===== config.mk =====
export PLATFORM = sky130hd
export DESIGN_NAME = drive_scheduler
export DESIGN_NICKNAME = d
export VERILOG_FILES = /design/src/rtl/drive_scheduler.sv
export SDC_FILE = /design/constraint.sdc
export NUM_CORES = 1
export LEC_CHECK = 0
export BUFFER_PORTS_ARGS = -buffer_cell sky130_fd_sc_hd__buf_2
export CELL_PAD_IN_SITES_DETAIL_PLACEMENT = 2
export CELL_PAD_IN_SITES_GLOBAL_PLACEMENT = 2
export CORE_ASPECT_RATIO = 0.9
export CORE_UTILIZATION = 38
export CTS_BUF_LIST = sky130_fd_sc_hd__clkbuf_4
export CTS_CLUSTER_SIZE = 30
export DETAILED_ROUTE_END_ITERATION = 12
export PLACE_DENSITY_LB_ADDON = 0.1
export SLEW_MARGIN = 20
export SYNTH_ARGS = -nofsm -noshare
export SYNTH_HDL_FRONTEND = slang
export SYNTH_SLANG_ARGS = --single-unit

===== constraint.sdc =====
create_clock -name clk -period 4.5 [get_ports clk]
set_input_delay 1.35 -clock clk [delete_from_list [all_inputs] [get_ports clk]]
set_output_delay 1.35 -clock clk [all_outputs]
set_load 0.02 [all_outputs]

===== src/rtl/drive_scheduler.sv =====
// Motion sequencer for the line-following car: debounces the tracker steering state, sequences
// drive modes (including lost-line search and halt) and ramps per-wheel PWM duty and direction.
module drive_scheduler #(
  parameter int unsigned DEBOUNCE      = 4,
  parameter int unsigned SPEED_FAST    = 200,
  parameter int unsigned SPEED_SLOW    = 100,
  parameter int unsigned RAMP_STEP     = 8,
  parameter int unsigned RAMP_DIV      = 16,
  parameter int unsigned SEARCH_CYCLES = 1000
) (
  input  logic       clk,
  input  logic       reset,
  input  logic       enable,
  input  logic [1:0] track_state,
  output logic [7:0] left_duty,
  output logic [7:0] right_duty,
  output logic       left_dir,
  output logic       right_dir,
  output logic [2:0] mode,
  output logic       lost
);

  typedef enum logic [2:0] {
    StIdle     = 3'd0,
    StStraight = 3'd1,
    StLeft     = 3'd2,
    StRight    = 3'd3,
    StSearch   = 3'd4,
    StHalt     = 3'd5
  } state_e;

  localparam logic [3:0]  DebN       = 4'(DEBOUNCE);
  localparam logic [7:0]  Fast       = 8'(SPEED_FAST);
  localparam logic [7:0]  Slow       = 8'(SPEED_SLOW);
  localparam logic [8:0]  Step       = 9'(RAMP_STEP);
  localparam int unsigned DivW       = (RAMP_DIV > 1) ? $clog2(RAMP_DIV) : 1;
  localparam logic [DivW-1:0] DivMax = DivW'(RAMP_DIV - 1);
  localparam logic [15:0] SearchLoad = 16'(SEARCH_CYCLES - 1);

  state_e          state_q, state_d;
  logic [1:0]      cand_q, cand_d, filt_q, filt_d;
  logic [3:0]      cnt_q, cnt_d;
  logic [15:0]     srch_q, srch_d;
  logic            last_turn_q, last_turn_d;
  logic [DivW-1:0] div_q, div_d;
  logic            tick;
  logic [7:0]      l_duty_q, l_duty_d, r_duty_q, r_duty_d;
  logic            l_dir_q, l_dir_d, r_dir_q, r_dir_d;
  logic [7:0]      l_tgt, r_tgt;
  logic            l_tdir, r_tdir;

  function automatic state_e drive_of(input logic [1:0] f);
    case (f)
      2'b10:   drive_of = StStraight;
      2'b00:   drive_of = StLeft;
      2'b01:   drive_of = StRight;
      default: drive_of = StIdle;
    endcase
  endfunction

  // Returns {dir, duty}; a pending direction flip first ramps to zero, then flips on its own tick.
  function automatic logic [8:0] ramp(input logic [7:0] tgt, input logic tdir,
                                      input logic [7:0] duty, input logic dir);
    logic [8:0] d9, t9;
    d9   = {1'b0, duty};
    t9   = {1'b0, tgt};
    ramp = {dir, duty};
    if (tdir != dir) begin
      if (duty == 8'd0)   ramp = {tdir, 8'd0};
      else if (d9 > Step) ramp = {dir, 8'(d9 - Step)};
      else                ramp = {dir, 8'd0};
    end else if (d9 < t9) begin
      if (d9 + Step >= t9) ramp = {dir, tgt};
      else                 ramp = {dir, 8'(d9 + Step)};
    end else if (d9 > t9) begin
      if (d9 - t9 <= Step) ramp = {dir, tgt};
      else                 ramp = {dir, 8'(d9 - Step)};
    end
  endfunction

  always_comb begin
    cand_d = cand_q;
    cnt_d  = cnt_q;
    filt_d = filt_q;
    if (track_state != cand_q) begin
      cand_d = track_state;
      cnt_d  = 4'd1;
    end else if (cnt_q != DebN) begin
      cnt_d = cnt_q + 4'd1;
    end
    if (cnt_d == DebN) filt_d = cand_d;
  end

  always_comb begin
    state_d = state_q;
    srch_d  = srch_q;
    if (!enable) begin
      state_d = StIdle;
    end else begin
      case (state_q)
        StIdle: if (filt_q != 2'b11) state_d = drive_of(filt_q);
        StStraight, StLeft, StRight: begin
          if (filt_q == 2'b11) begin
            state_d = StSearch;
            srch_d  = SearchLoad;
          end else begin
            state_d = drive_of(filt_q);
          end
        end
        StSearch: begin
          if (filt_q != 2'b11)     state_d = drive_of(filt_q);
          else if (srch_q == '0)   state_d = StHalt;
          else                     srch_d  = srch_q - 16'd1;
        end
        StHalt:  state_d = StHalt;
        default: state_d = StIdle;
      endcase
    end
  end

  always_comb begin
    last_turn_d = last_turn_q;
    if (state_d == StLeft && state_q != StLeft)   last_turn_d = 1'b0;
    if (state_d == StRight && state_q != StRight) last_turn_d = 1'b1;
  end

  always_comb begin
    l_tgt  = 8'd0;
    r_tgt  = 8'd0;
    l_tdir = 1'b1;
    r_tdir = 1'b1;
    case (state_q)
      StStraight: begin l_tgt = Fast; r_tgt = Fast; end
      StLeft:     begin l_tgt = Slow; r_tgt = Fast; end
      StRight:    begin l_tgt = Fast; r_tgt = Slow; end
      StSearch: begin
        l_tgt  = Slow;
        r_tgt  = Slow;
        l_tdir = last_turn_q;
        r_tdir = ~last_turn_q;
      end
      default: ;
    endcase
  end

  assign tick  = (div_q == DivMax);
  assign div_d = tick ? '0 : div_q + 1'b1;

  always_comb begin
    {l_dir_d, l_duty_d} = {l_dir_q, l_duty_q};
    {r_dir_d, r_duty_d} = {r_dir_q, r_duty_q};
    if (tick) begin
      {l_dir_d, l_duty_d} = ramp(l_tgt, l_tdir, l_duty_q, l_dir_q);
      {r_dir_d, r_duty_d} = ramp(r_tgt, r_tdir, r_duty_q, r_dir_q);
    end
  end

  always_ff @(posedge clk) begin
    if (reset) begin
      state_q     <= StIdle;
      cand_q      <= 2'b11;
      filt_q      <= 2'b11;
      cnt_q       <= 4'd0;
      srch_q      <= 16'd0;
      last_turn_q <= 1'b0;
      div_q       <= '0;
      l_duty_q    <= 8'd0;
      r_duty_q    <= 8'd0;
      l_dir_q     <= 1'b1;
      r_dir_q     <= 1'b1;
    end else begin
      state_q     <= state_d;
      cand_q      <= cand_d;
      filt_q      <= filt_d;
      cnt_q       <= cnt_d;
      srch_q      <= srch_d;
      last_turn_q <= last_turn_d;
      div_q       <= div_d;
      l_duty_q    <= l_duty_d;
      r_duty_q    <= r_duty_d;
      l_dir_q     <= l_dir_d;
      r_dir_q     <= r_dir_d;
    end
  end

  assign left_duty  = l_duty_q;
  assign right_duty = r_duty_q;
  assign left_dir   = l_dir_q;
  assign right_dir  = r_dir_q;
  assign mode       = state_q;
  assign lost       = (state_q == StHalt);

endmodule


=== Yosys cells after proc, flatten, opt, wreduce, memory -nomap -nowiden ===
Cells that the tools add are included.

* Register bits: 50
* Bits in latches: 0
* RAM bits: 0
* ROM bits: 0
* Input port bits: 5
* Output and inout port bits: 22
* Word-level logic and storage cells: 109
* Memories kept: 0

* $add $sub $neg: 9
* $mul: 0
* Divide/modulo/power cells: 0
* $lt $le $gt $ge: 10
* Equality and inequality tests: 22
* Shifts and indexed selects: 0
* Mux-type cells: 34
* Bitwise gates (word level): 1
* Reduce and logical (&&, ||, !) cells: 22

{| class="wikitable"
|+ Operator list
! kind !! number
|-
| $mux 8 || 8
|-
| $mux 9 || 6
|-
| $mux 16 || 3
|-
| $pmux 16 s2 || 1
|-
| $pmux 8 s2 || 2
|-
| $add 8x4->9 const B || 2
|-
| $ge 9x8->1 || 2
|-
| $le 9x4->1 const B || 2
|-
| $sub 8x8->9 || 2
|-
| $gt 8x4->1 const B || 2
|-
| $gt 8x8->1 || 2
|-
| $logic_not 16->1 || 1
|-
| $logic_not 8->1 || 2
|-
| $lt 8x8->1 || 2
|-
| $sub 16x1->16 const B || 1
|-
| $sub 8x4->8 const B || 2
|-
| $mux 3 || 5
|-
| $eq 3x2->1 const B || 4
|-
| $pmux 3 s4 || 1
|-
| $reduce_or 2->1 || 5
|-
| $add 4x1->4 const B || 2
|-
| $mux 4 || 2
|-
| $ne 2x2->1 const B || 4
|-
| $eq 3x3->1 const B || 2
|-
| other kinds (22) || 33
|}

=== Longest topological paths before layout ===
Gate-level depths: netlist of the first run.

* Depth in word-level cells: 9
* Depth in mapped cells: 13
* Mapped depth without buffers: 12

=== Worst setup path before layout of the first run ===
OpenSTA, ideal clock, no wires.

* Path kind: reg2reg
* Start: register state_q[2], in the netlist mode[2]
* End: register r_duty_q[4], in the netlist right_duty[4]
* Setup time: 0.131 ns
* Data arrival time: 3.236 ns
* Required time: 4.369 ns
* Path slack: 1.133 ns
* Cell stages (with the launch flop): 11
* Path buffers: 1
* Period minus slack after synthesis: 3.367 ns
* Cell sequence: dfxtp_1 -> clkbuf_1 -> or3b_2 -> nand2_1 -> inv_1 -> ha_1 -> or4b_1 -> a221o_1 -> or2_4 -> a221oi_1 -> o31ai_1

* Cells in the longest elaborated chain, start to end: 9
* Elaborated cells on any way between the ends: 21
* Classes of those cells: add/sub (1); order compare (4); eq/ne (5); mux (7); reduce/logical (4)

{| class="wikitable"
|+ Ends and longest elaborated chain
! what !! line !! source
|-
| start, declared || 40 || <nowiki>state_e state_q, state_d;</nowiki>
|-
| start signal, assigned || 160 || <nowiki>state_q <= StIdle;</nowiki>
|-
| start signal, assigned || 172 || <nowiki>state_q <= state_d;</nowiki>
|-
| $eq 3x3->1, or another cell as far along || 132 || <nowiki>case (state_q)</nowiki>
|-
| $reduce_or 2->1 (no source line) || -- ||
|-
| $pmux 8 s2 || 132 ||
|-
| $sub 8x8->9 || 76 || <nowiki>if (d9 - t9 <= Step) ramp = {dir, tgt};</nowiki>
|-
| $le 9x4->1 || 76 ||
|-
| $mux 8 || 76 ||
|-
| $mux 8 || 75 || <nowiki>end else if (d9 > t9) begin</nowiki>
|-
| $mux 9 || 72 || <nowiki>end else if (d9 < t9) begin</nowiki>
|-
| $mux 9 || 68 || <nowiki>if (tdir != dir) begin</nowiki>
|-
| end signal, assigned || 180 || <nowiki>r_duty_q <= r_duty_d;</nowiki>
|-
| end, declared || 47 || <nowiki>logic [7:0] l_duty_q, l_duty_d, r_duty_q, r_duty_d;</nowiki>
|}

Parallel ways exist; a longest one is shown, timed or not. The select of a mux whose other input is x is not followed.
A chain may end at the register's enable or synchronous reset.

=== Final worst setup path of the first run ===
* Start: register state_q[0], in the netlist mode[0]
* End: register r_duty_q[4], in the netlist right_duty[4]

The elaborated chain is that of the path after synthesis.

==> metrics.cfg, run 1 <==
[run_status]
status = finished, final reports clean

[cts]
cts_buffer_depth = 2
cts_tree = yes
clk_pin_slew_ns = 0.15
cts_sinks = 46
cts.root.buffer_cell = clkbuf_4
insertion_delay_ns = 0.36
cts_buffers = 5
ctsHoldBuffers = 0
cts_resized = 0
htreeDepth = 2
post_cts_buffers = 0

[power]
internal_power_mw = 0.484
peakVddDrop_uv = 107
power_frac_clock_pct = 31.6
switching_share_pct = 26.5
power_density_mw_per_mm2 = 164
pwr-share-comb_pct = 5.1
cellLeakagePower_nw = 1.58
seqPwrFrac_pct = 63.3
p_sw_mw = 0.174

[route]
first_pass_iters = 4
ant_nets = 0
num_vias = 3525
dr.first_iter.drc_count = 148
wirelength_mm = 11.6
route.detailed.drc = 0
post_drt_wl_per_cell_microns = 19.3
via_per_inst = 5.88

[final_layout]
n_fill_cell = 1097
ff_latch_area_sq_um = 921
multiInputGateArea_sq_mm = 0.00266
area_growth_pct = 6.31
fin_nets = 511
final_common_cell = dfxtp_1
fin_area_sq_mm = 0.00402
drive_above_1_share_pct = 12.2
diodes = 0
final_cell_mix = dfxtp_1, nand2_1, nor2_1, ha_1, a21oi_1

[flow_run]
max_cap_viol_count = 0

[synthesis]
ys_seq_area_share_pct = 24.3
synth_top_cells_by_area = dfxtp_1, ha_1, xor2_1, a21oi_1, nand2_1
yosys.area.top_type_share_pct = 24.3
ys.flop_type = dfxtp_1
synth_top_area_cell = dfxtp_1
synth_edf_count = 0
ys_seq_elements = 46
yosys_warnings = 0
asyncSetResetFlopFracSynth_pct = 0
ys_types = 78
avgSynthCellArea_sq_um = 8.23
netlist_area_sq_mm = 0.00378
syn_inst = 460

[global_route]
grt_pass1_wl_mm = 19.8
grt_util_all_layers_pct = 23.7
grt_max_degree = 34
grt_overflow_total = 0
grt_pass1_vias = 3795
antenna_found_initial = 0

[worst_setup_path]
cp-end-kind = flip-flop
cp.arrival_ns = 3.92
r2r_setup_slack_ns = 0.81
critPathKind = flip-flop to flip-flop
ff2ff_path_depth = 10
critPathRequiredTime_ns = 4.73
r2r-start = mode[0]
start_kind = flip-flop
crit_fanout = 14
r2r_end = right_duty[4]

[place]
place_area_sq_mm = 0.00397
dp_hpwl_mm = 8.85
port_buffers = 22
gp_congestion = 0.834
place_ws_ns = 0.854

[floorplanning]
coreArea_sq_mm = 0.00966
die_x_microns = 107
initial_core_util_pct = 39.2
dieArea_sq_mm = 0.0104
rows = 34
die_h_microns = 96.7
io_pins = 27

[sta]
slew_violations = 0
hold_viol = 0
setup_viol = 0
fmax_mhz = 271
hold_ws_ns = 0.506
slew-limit-headroom_pct = 52.4
fin_crit_ns = 3.69
worst_slack_ns = 0.812
finalCritPeriodShare_pct = 81.9
fin_skew_ns = 0.00805
finalSetupTns_ns = 0
rsz0062_at_grt = false
worst-slew-pin-transition_ns = 0.713

[min_path]
worstHoldStart = srch_q[5]
hold_class = flip-flop to flip-flop
min_path_cells = 2
whs_endpoint = srch_q[5]

## final cells by class
type	count	share of cell area (%)
flip-flops and latches	46	22.9
repair buffers	25	3.30
clock inverters	3	0.529
clock buffers	5	0.933
inverters	25	2.33
multi-input cells	370	66.1
well taps	126	3.92
## power by group through the flow
stage	clock network [mW]	logic [mW]	registers [mW]
6_report	0.208	0.0337	0.417
5_1_grt	0.233	0.0385	0.418
4_1_cts	0.219	0.0340	0.417
3_5_place_dp	0	0.0338	0.426
3_3_place_gp	0	0.0325	0.425
2_1_floorplan	0	0.0275	0.424
## stage by stage
stage          cells  util, %  power (mW)
2_1_floorplan    463        -       0.452
3_3_place_gp     592     41.1       0.458
3_5_place_dp     592     41.1       0.459
4_1_cts          600     41.7       0.670
5_1_grt          600     41.7       0.689
6_report         600     41.7       0.659
## critical path, cell delays in order, from the launching register on
cell and delay [ns]:
dfxtp_1 0.68, nor2b_1 0.45, nand2_1 0.14, nand2_1 0.20
inv_1 0.10, ha_1 0.35, or4b_1 0.54, a221o_1 0.38
or2_4 0.30, a221oi_1 0.32, o31ai_1 0.11
## registers in the layout, indices dropped and copies added, names as in the netlist
name and flops:
cand_q 2, cnt_q 4, div_q 4, filt_q 2, last_turn_q 1, left_dir 1
left_duty 6, mode 3, right_dir 1, right_duty 6, srch_q 16
## kinds of logic (layout without fill, tap and decap cells)
family / count (synthesis) / after routing / synth area share (%)
buf+inv: 47 / 58 / 5.69
other cells: 1 / 4 / 0.0991
xor+xnor: 36 / 36 / 8.73
mux: 5 / 5 / 1.49
compound gates: 126 / 126 / 23.9
fa+ha+maj: 33 / 33 / 11.3
flops: 46 / 46 / 24.3
simple gates: 166 / 166 / 24.4
## worst max path at each step
stage,start,to,slack (ns)
after global placement,mode[1],right_duty[6],1.01
after detailed placement,mode[0],right_duty[4],0.85
after CTS,mode[0],right_duty[4],0.82
after floorplan,mode[2],right_duty[4],1.13
after global routing,mode[0],right_duty[4],0.58
final,mode[0],right_duty[4],0.81
## layer usage
metal / wire [microns] / vias to the layer above / global-route usage [%]
met5: 0 / - / 0
li1: - / 1722 / -
met3: 269 / 6 / 2.76
met2: 5480 / 44 / 39.9
met4: 72 / 0 / 3.58
met1: 5730 / 1753 / 33.0
## synthesized netlist by cell type (10+ instances only)
cell / number
o21ai_0: 20
ha_1: 31
nand3_1: 17
a21oi_1: 29
o211ai_1: 10
nand2_1: 35
xnor2_1: 15
inv_1: 25
xor2_1: 19
nor2_1: 34
dfxtp_1: 46
clkbuf_1: 11
nor3_1: 15
Power figures use the tool's default switching activity.
==> run 2: changes to the inputs <==
--- a/config.mk
+++ b/config.mk
@@ -9,7 +9,7 @@
 export CELL_PAD_IN_SITES_DETAIL_PLACEMENT = 2
 export CELL_PAD_IN_SITES_GLOBAL_PLACEMENT = 2
 export CORE_ASPECT_RATIO = 0.9
-export CORE_UTILIZATION = 38
+export CORE_UTILIZATION = 35
 export CTS_BUF_LIST = sky130_fd_sc_hd__clkbuf_4
 export CTS_CLUSTER_SIZE = 30
 export DETAILED_ROUTE_END_ITERATION = 12
==> constraint.sdc (replaced) <==
create_clock -name clk -period 3 [get_ports clk]
set_input_delay 0.9 -clock clk [delete_from_list [all_inputs] [get_ports clk]]
set_output_delay 0.9 -clock clk [all_outputs]
set_load 0.02 [all_outputs]
==> metrics.cfg, run 2 (synthesized netlist as in run 1, its figures left out) <==
[run_status]
status = finished, violations left  ; was finished, final reports clean
violations = DRC, setup timing

[place]
place_ws_ns = -0.100  ; was 0.854 ns
port_buffers = 22  ; unchanged
placedCellCount = 627  ; was 592
gp_congestion = 0.837  ; was 0.834
place_area_sq_mm = 0.00424  ; was 0.00397 sq mm
dp_hpwl_mm = 9.88  ; was 8.85 mm

[final_layout]
post-route-util_pct = 44.3  ; was 41.7%
fin_area_sq_mm = 0.00459  ; was 0.00402 sq mm
diodes = 0  ; unchanged
final_cell_mix = dfxtp_1, buf_4, nand2_1, nor2_1, a21oi_1  ; was dfxtp_1, nand2_1, nor2_1, ha_1, a21oi_1
drive_above_1_share_pct = 26.1  ; was 12.2%
fin_nets = 550  ; was 511
largest_reg_flops = 16  ; unchanged
stdcell_count = 642  ; was 600
n_fill_cell = 1180  ; was 1097
area_growth_pct = 21.4  ; was 6.31%
regMostFlops = srch_q  ; unchanged
final_common_cell = dfxtp_1  ; unchanged

[global_route]
grt_pass1_vias = 3949  ; was 3795
grt_overflow_total = 0  ; unchanged
grt_max_degree = 22  ; was 34
antenna_found_initial = 0  ; unchanged
grt_util_all_layers_pct = 23.2  ; was 23.7%
grt_pass1_wl_mm = 20.7  ; was 19.8 mm

[cts]
cts_buffers = 5  ; unchanged
clk_pin_slew_ns = 0.16  ; was 0.15 ns
insertion_delay_ns = 0.39  ; was 0.36 ns
cts_sinks = 46  ; unchanged
cts_buffer_depth = 2  ; unchanged
cts.root.buffer_cell = clkbuf_4  ; unchanged
htreeDepth = 2  ; unchanged
ctsHoldBuffers = 0  ; unchanged
cts_tree = yes  ; unchanged

[sta]
finalCritPeriodShare_pct = 101  ; was 81.9%
worst_slack_ns = -0.0258  ; was 0.812 ns
fmax_mhz = 330  ; was 271 MHz
worst-slew-pin-transition_ns = 0.730  ; was 0.713 ns
setup_viol = 4  ; was 0
finalSetupTns_ns = -0.0448  ; was 0 ns
slew-limit-headroom_pct = 50.9  ; was 52.4%
rsz0062_at_grt = true  ; was false
slew_violations = 0  ; unchanged
hold_ws_ns = 0.519  ; was 0.506 ns
fin_skew_ns = 0.0178  ; was 0.00805 ns
hold_viol = 0  ; unchanged
fin_crit_ns = 3.03  ; was 3.69 ns

[power]
seqPwrFrac_pct = 56.9  ; was 63.3%
power_frac_clock_pct = 38.0  ; was 31.6%
p_sw_mw = 0.275  ; was 0.174 mW
totalPowerFinal_mw = 1.09  ; was 0.659 mW
switching_share_pct = 25.1  ; was 26.5%
power_density_mw_per_mm2 = 238  ; was 164 mW/mm^2
cellLeakagePower_nw = 1.82  ; was 1.58 nW
peakVddDrop_uv = 193  ; was 107 uV
pwr-share-comb_pct = 5.1  ; about the same
internal_power_mw = 0.819  ; was 0.484 mW

[floorplanning]
rows = 35  ; was 34
io_pins = 27  ; unchanged
initial_core_util_pct = 36.5  ; was 39.2%
coreArea_sq_mm = 0.0104  ; was 0.00966 sq mm
die_h_microns = 101  ; was 96.7 microns
dieArea_sq_mm = 0.0112  ; was 0.0104 sq mm
die_x_microns = 112  ; was 107 microns

[route]
via_per_inst = 5.87  ; was 5.88
route.detailed.drc = 2  ; was 0
wirelength_mm = 13.3  ; was 11.6 mm
wl_met2_mm = 6.63  ; was 5.48 mm
topRoutingLayerUsed = met4  ; unchanged
ant_nets = 0  ; unchanged
wl_met1_mm = 6.33  ; was 5.73 mm
dr.first_iter.drc_count = 127  ; was 148
first_pass_iters = 8  ; was 4
post_drt_wl_per_cell_microns = 20.8  ; was 19.3 microns
wl_met3_microns = 263  ; was 269 microns
num_vias = 3771  ; was 3525

[worst_setup_path]
start_kind = flip-flop  ; unchanged
crit_fanout = 5  ; was 14
critPathRequiredTime_ns = 3.28  ; was 4.73 ns
cp-end-kind = flip-flop  ; unchanged
critPathKind = flip-flop to flip-flop  ; unchanged
r2r_setup_slack_ns = -0.03  ; was 0.81 ns
cp.arrival_ns = 3.30  ; was 3.92 ns

[flow_run]
max_cap_viol_count = 0  ; unchanged

[min_path]
hold_class = flip-flop to flip-flop  ; unchanged

==> run 2: layer usage <==
layer,up-vias,track usage [%]
met5,-,0
met4,0,3.64
met3,11,3.19
met2,41,40.5
met1,1930,31.1
li1,1789,-
==> run 2: final timing paths <==
| kind | startpoint | to | cells after the start |
|---|---|---|---|
| max | mode[2] | left_duty[6] | 13 |
| min | srch_q[0] | srch_q[0] | 1 |
| max reg2reg | mode[2] | left_duty[6] | 13 |
| min reg2reg | srch_q[0] | srch_q[0] | 1 |
==> run 2: final cells by class <==
cell class / count / area [sq um] / share of cell area [%]
clock inverter: 2 / 36.3 / 0.790
sequential: 46 / 932 / 20.3
timing repair buffer: 64 / 429 / 9.34
clock buffer: 6 / 45.0 / 0.980
multi-input combinational: 370 / 2900 / 63.0
tap: 129 / 161 / 3.51
inverter: 25 / 93.8 / 2.04
==> run 2: power by group through the flow <==
| stage | clock network, mW | logic, mW | registers, mW |
|---|---|---|---|
| floorplan | 0 | 0.0413 | 0.635 |
| global placement | 0 | 0.0511 | 0.636 |
| detailed placement | 0 | 0.0546 | 0.636 |
| CTS | 0.421 | 0.0549 | 0.623 |
| global route | 0.444 | 0.0611 | 0.624 |
| finish | 0.416 | 0.0553 | 0.622 |
==> run 2: what timing repair did <==
| item | 4_1_cts | 5_1_grt |
|---|---|---|
| setup buffers | 0 | 7 |
| endpoints found under the hold margin | 0 | 0 |
| setup endpoints to repair | 9 | 11 |
| resized for setup | 3 | 41 |
| pin swaps | 0 | 15 |
==> run 2: critical path, cell delays in order (launching register included) <==
cell      delay (ns)
dfxtp_4         0.41
xor2_1          0.20
nand2b_1        0.12
inv_1           0.09
ha_2            0.20
inv_1           0.06
fa_2            0.34
o21a_1          0.18
o211ai_1        0.32
a221oi_4        0.12
a221oi_4        0.30
buf_6           0.14
o21ai_1         0.06
a311oi_1        0.35
==> run 3: changes to the inputs <==
==> constraint.sdc (replaced) <==
create_clock -name clk -period 3 [get_ports clk]
set_input_delay 0.3 -clock clk [delete_from_list [all_inputs] [get_ports clk]]
set_output_delay 0.3 -clock clk [all_outputs]
set_load 0.02 [all_outputs]
==> metrics.cfg, run 3 (synthesized netlist as in run 1, its figures left out) <==
[route]
wirelength_mm = 12.3  ; was 13.3 mm
ant_nets = 0  ; unchanged
num_vias = 3638  ; was 3771
route.detailed.drc = 2  ; unchanged
first_pass_iters = 8  ; unchanged
via_per_inst = 5.73  ; was 5.87
dr.first_iter.drc_count = 92  ; was 127
post_drt_wl_per_cell_microns = 19.3  ; was 20.8 microns

[cts]
cts_sinks = 46  ; unchanged
insertion_delay_ns = 0.37  ; was 0.39 ns
cts_buffer_depth = 2  ; unchanged
htreeDepth = 2  ; unchanged
cts_tree = yes  ; unchanged
cts.root.buffer_cell = clkbuf_4  ; unchanged
cts_buffers = 5  ; unchanged
clk_pin_slew_ns = 0.16  ; about the same
ctsHoldBuffers = 0  ; unchanged

[final_layout]
diodes = 0  ; unchanged
largest_reg_flops = 16  ; unchanged
ff_latch_area_sq_um = 932  ; unchanged
regMostFlops = srch_q  ; unchanged
final_common_cell = dfxtp_1  ; unchanged
multiInputGateArea_sq_mm = 0.00280  ; was 0.00290 sq mm
final_cell_mix = dfxtp_1, buf_4, nand2_1, nor2_1, a21oi_1  ; unchanged
drive_above_1_share_pct = 21.7  ; was 26.1%
fin_nets = 543  ; was 550
post-route-util_pct = 42.7  ; was 44.3%
area_growth_pct = 17.2  ; was 21.4%
n_fill_cell = 1179  ; was 1180

[worst_setup_path]
cp.arrival_ns = 3.24  ; was 3.30 ns
r2r_end = right_duty[5]  ; was left_duty[6]
r2r-start = mode[2]  ; unchanged
r2r_setup_slack_ns = 0.07  ; was -0.03 ns
cp_top_family = simple AND/OR/NAND/NOR gates  ; was compound AO/OA/AOI/OAI gates
critPathSlowestCell = or4b_1  ; was dfxtp_4
ff2ff_path_depth = 9  ; was 13
crit_fanout = 6  ; was 5
cp-end-kind = flip-flop  ; unchanged
cp_num_buf_inv = 1  ; was 3
critPathRequiredTime_ns = 3.30  ; was 3.28 ns
critPathKind = flip-flop to flip-flop  ; unchanged
cpPeakStageDelay_ns = 0.52  ; was 0.41 ns
start_kind = flip-flop  ; unchanged
path_cells = or3b_4 > nand2_4 > inv_1 > ha_4 > or4b_1 > a221o_1 > or2_4 > and3_4 > o32ai_2  ; was xor2_1 > nand2b_1 > inv_1 > ha_2 > inv_1 > fa_2 > o21a_1 > o211ai_1 > a221oi_4 > a221oi_4 > buf_6 > o21ai_1 > a311oi_1

[power]
power_density_mw_per_mm2 = 241  ; was 238 mW/mm^2
peakVddDrop_uv = 199  ; was 193 uV
cellLeakagePower_nw = 1.77  ; was 1.82 nW

[min_path]
min_path_cells = 2  ; was 1
hold_class = input port to flip-flop  ; was flip-flop to flip-flop
worstHoldStart = track_state[1]  ; was srch_q[0]
whs_endpoint = cand_q[1]  ; was srch_q[0]

[global_route]
grt_pass1_vias = 3864  ; was 3949
grt_pass1_wl_mm = 20.2  ; was 20.7 mm
grt_max_degree = 33  ; was 22
grt_overflow_total = 0  ; unchanged
antenna_found_initial = 0  ; unchanged
grt_util_all_layers_pct = 22.3  ; was 23.2%

[sta]
slew-limit-headroom_pct = 51.2  ; was 50.9%
worst-slew-pin-transition_ns = 0.721  ; was 0.730 ns
fmax_mhz = 341  ; was 330 MHz
worst_slack_ns = 0.0690  ; was -0.0258 ns
fin_crit_ns = 2.93  ; was 3.03 ns
setup_viol = 0  ; was 4
fin_skew_ns = 0.0181  ; was 0.0178 ns
slew_violations = 0  ; unchanged
rsz0062_at_grt = true  ; unchanged
hold_viol = 0  ; unchanged
finalCritPeriodShare_pct = 97.7  ; was 101%

[floorplanning]
coreArea_sq_mm = 0.0104  ; unchanged
die_x_microns = 112  ; unchanged
die_h_microns = 101  ; unchanged
initial_core_util_pct = 36.5  ; unchanged
rows = 35  ; unchanged
io_pins = 27  ; unchanged
dieArea_sq_mm = 0.0112  ; unchanged

[place]
place_ws_ns = -0.0786  ; was -0.100 ns
dp_hpwl_mm = 9.42  ; was 9.88 mm
gp_congestion = 0.805  ; was 0.837
port_buffers = 22  ; unchanged

[run_status]
status = finished, violations left  ; unchanged
violations = DRC  ; was DRC, setup timing

[flow_run]
max_cap_viol_count = 0  ; unchanged

## run 3: cell types whose count changed in the layout (fill, tap and decap cells not counted), moves of 2 or more
cell      previous run  this run
a21oi_2              4         2
o21ai_1              4         2
a21oi_1             26        28
ha_2                 6         1
o21ai_0             18        20
ha_4                 5         3
buf_4               41        35
clkinv_2             0         2
ha_1                20        27
## run 3: final cells by class
class                   instances  area share [%]
inverters                      25            2.12
multi-input cells             370            63.1
repair buffers                 57            8.41
well taps                     129            3.64
clock inverters                 3           0.903
flip-flops and latches         46            21.0
clock buffers                   5           0.847
## run 3: power breakdown
part           switching [mW]  internal [mW]
Combinational          0.0342         0.0181
Clock                   0.221          0.173
Sequential            0.00675          0.615
Total                   0.262          0.806
## run 3: how the worst max path moves through the flow
| stage | slack (ns) | cells after the start | start | to |
|---|---|---|---|---|
| after floorplan | 0.02 | 11 | mode[0] | right_duty[4] |
| after global placement | 0.01 | 11 | mode[0] | left_duty[2] |
| after detailed placement | -0.08 | 11 | mode[0] | left_duty[6] |
| after CTS | 0.009 | 13 | mode[1] | left_duty[6] |
| after global routing | -0.03 | 10 | mode[2] | right_duty[5] |
| final | 0.07 | 9 | mode[2] | right_duty[5] |
## run 3: stage by stage
stage / std cells / hold slack, ns / setup TNS, ns / power (mW) / cell area [sq um]
detailed placement: 625 / 0.485 / -0.200 / 0.689 / 4220
finish: 635 / 0.159 / 0 / 1.07 / 4430
floorplan: 463 / 0.407 / 0 / 0.676 / 3840
CTS: 634 / 0.142 / 0 / 1.09 / 4330
global route: 635 / 0.144 / -0.0878 / 1.11 / 4430
global placement: 625 / 0.481 / 0 / 0.686 / 4220
## run 3: what timing repair did
| item | in CTS | in global routing |
|---|---|---|
| buffers inserted | 1 | 1 |
| setup endpoints to repair | 9 | 10 |
| pin swaps | 0 | 6 |
| gates resized for setup | 5 | 18 |
## run 3: routing by layer
layer / track usage (%) / routed length, microns / vias up
li1: - / - / 1777
met1: 29.8 / 6060 / 1818
met2: 39.0 / 5880 / 37
met3: 3.01 / 256 / 6
met4: 3.12 / 55 / 0
met5: 0 / 0 / -
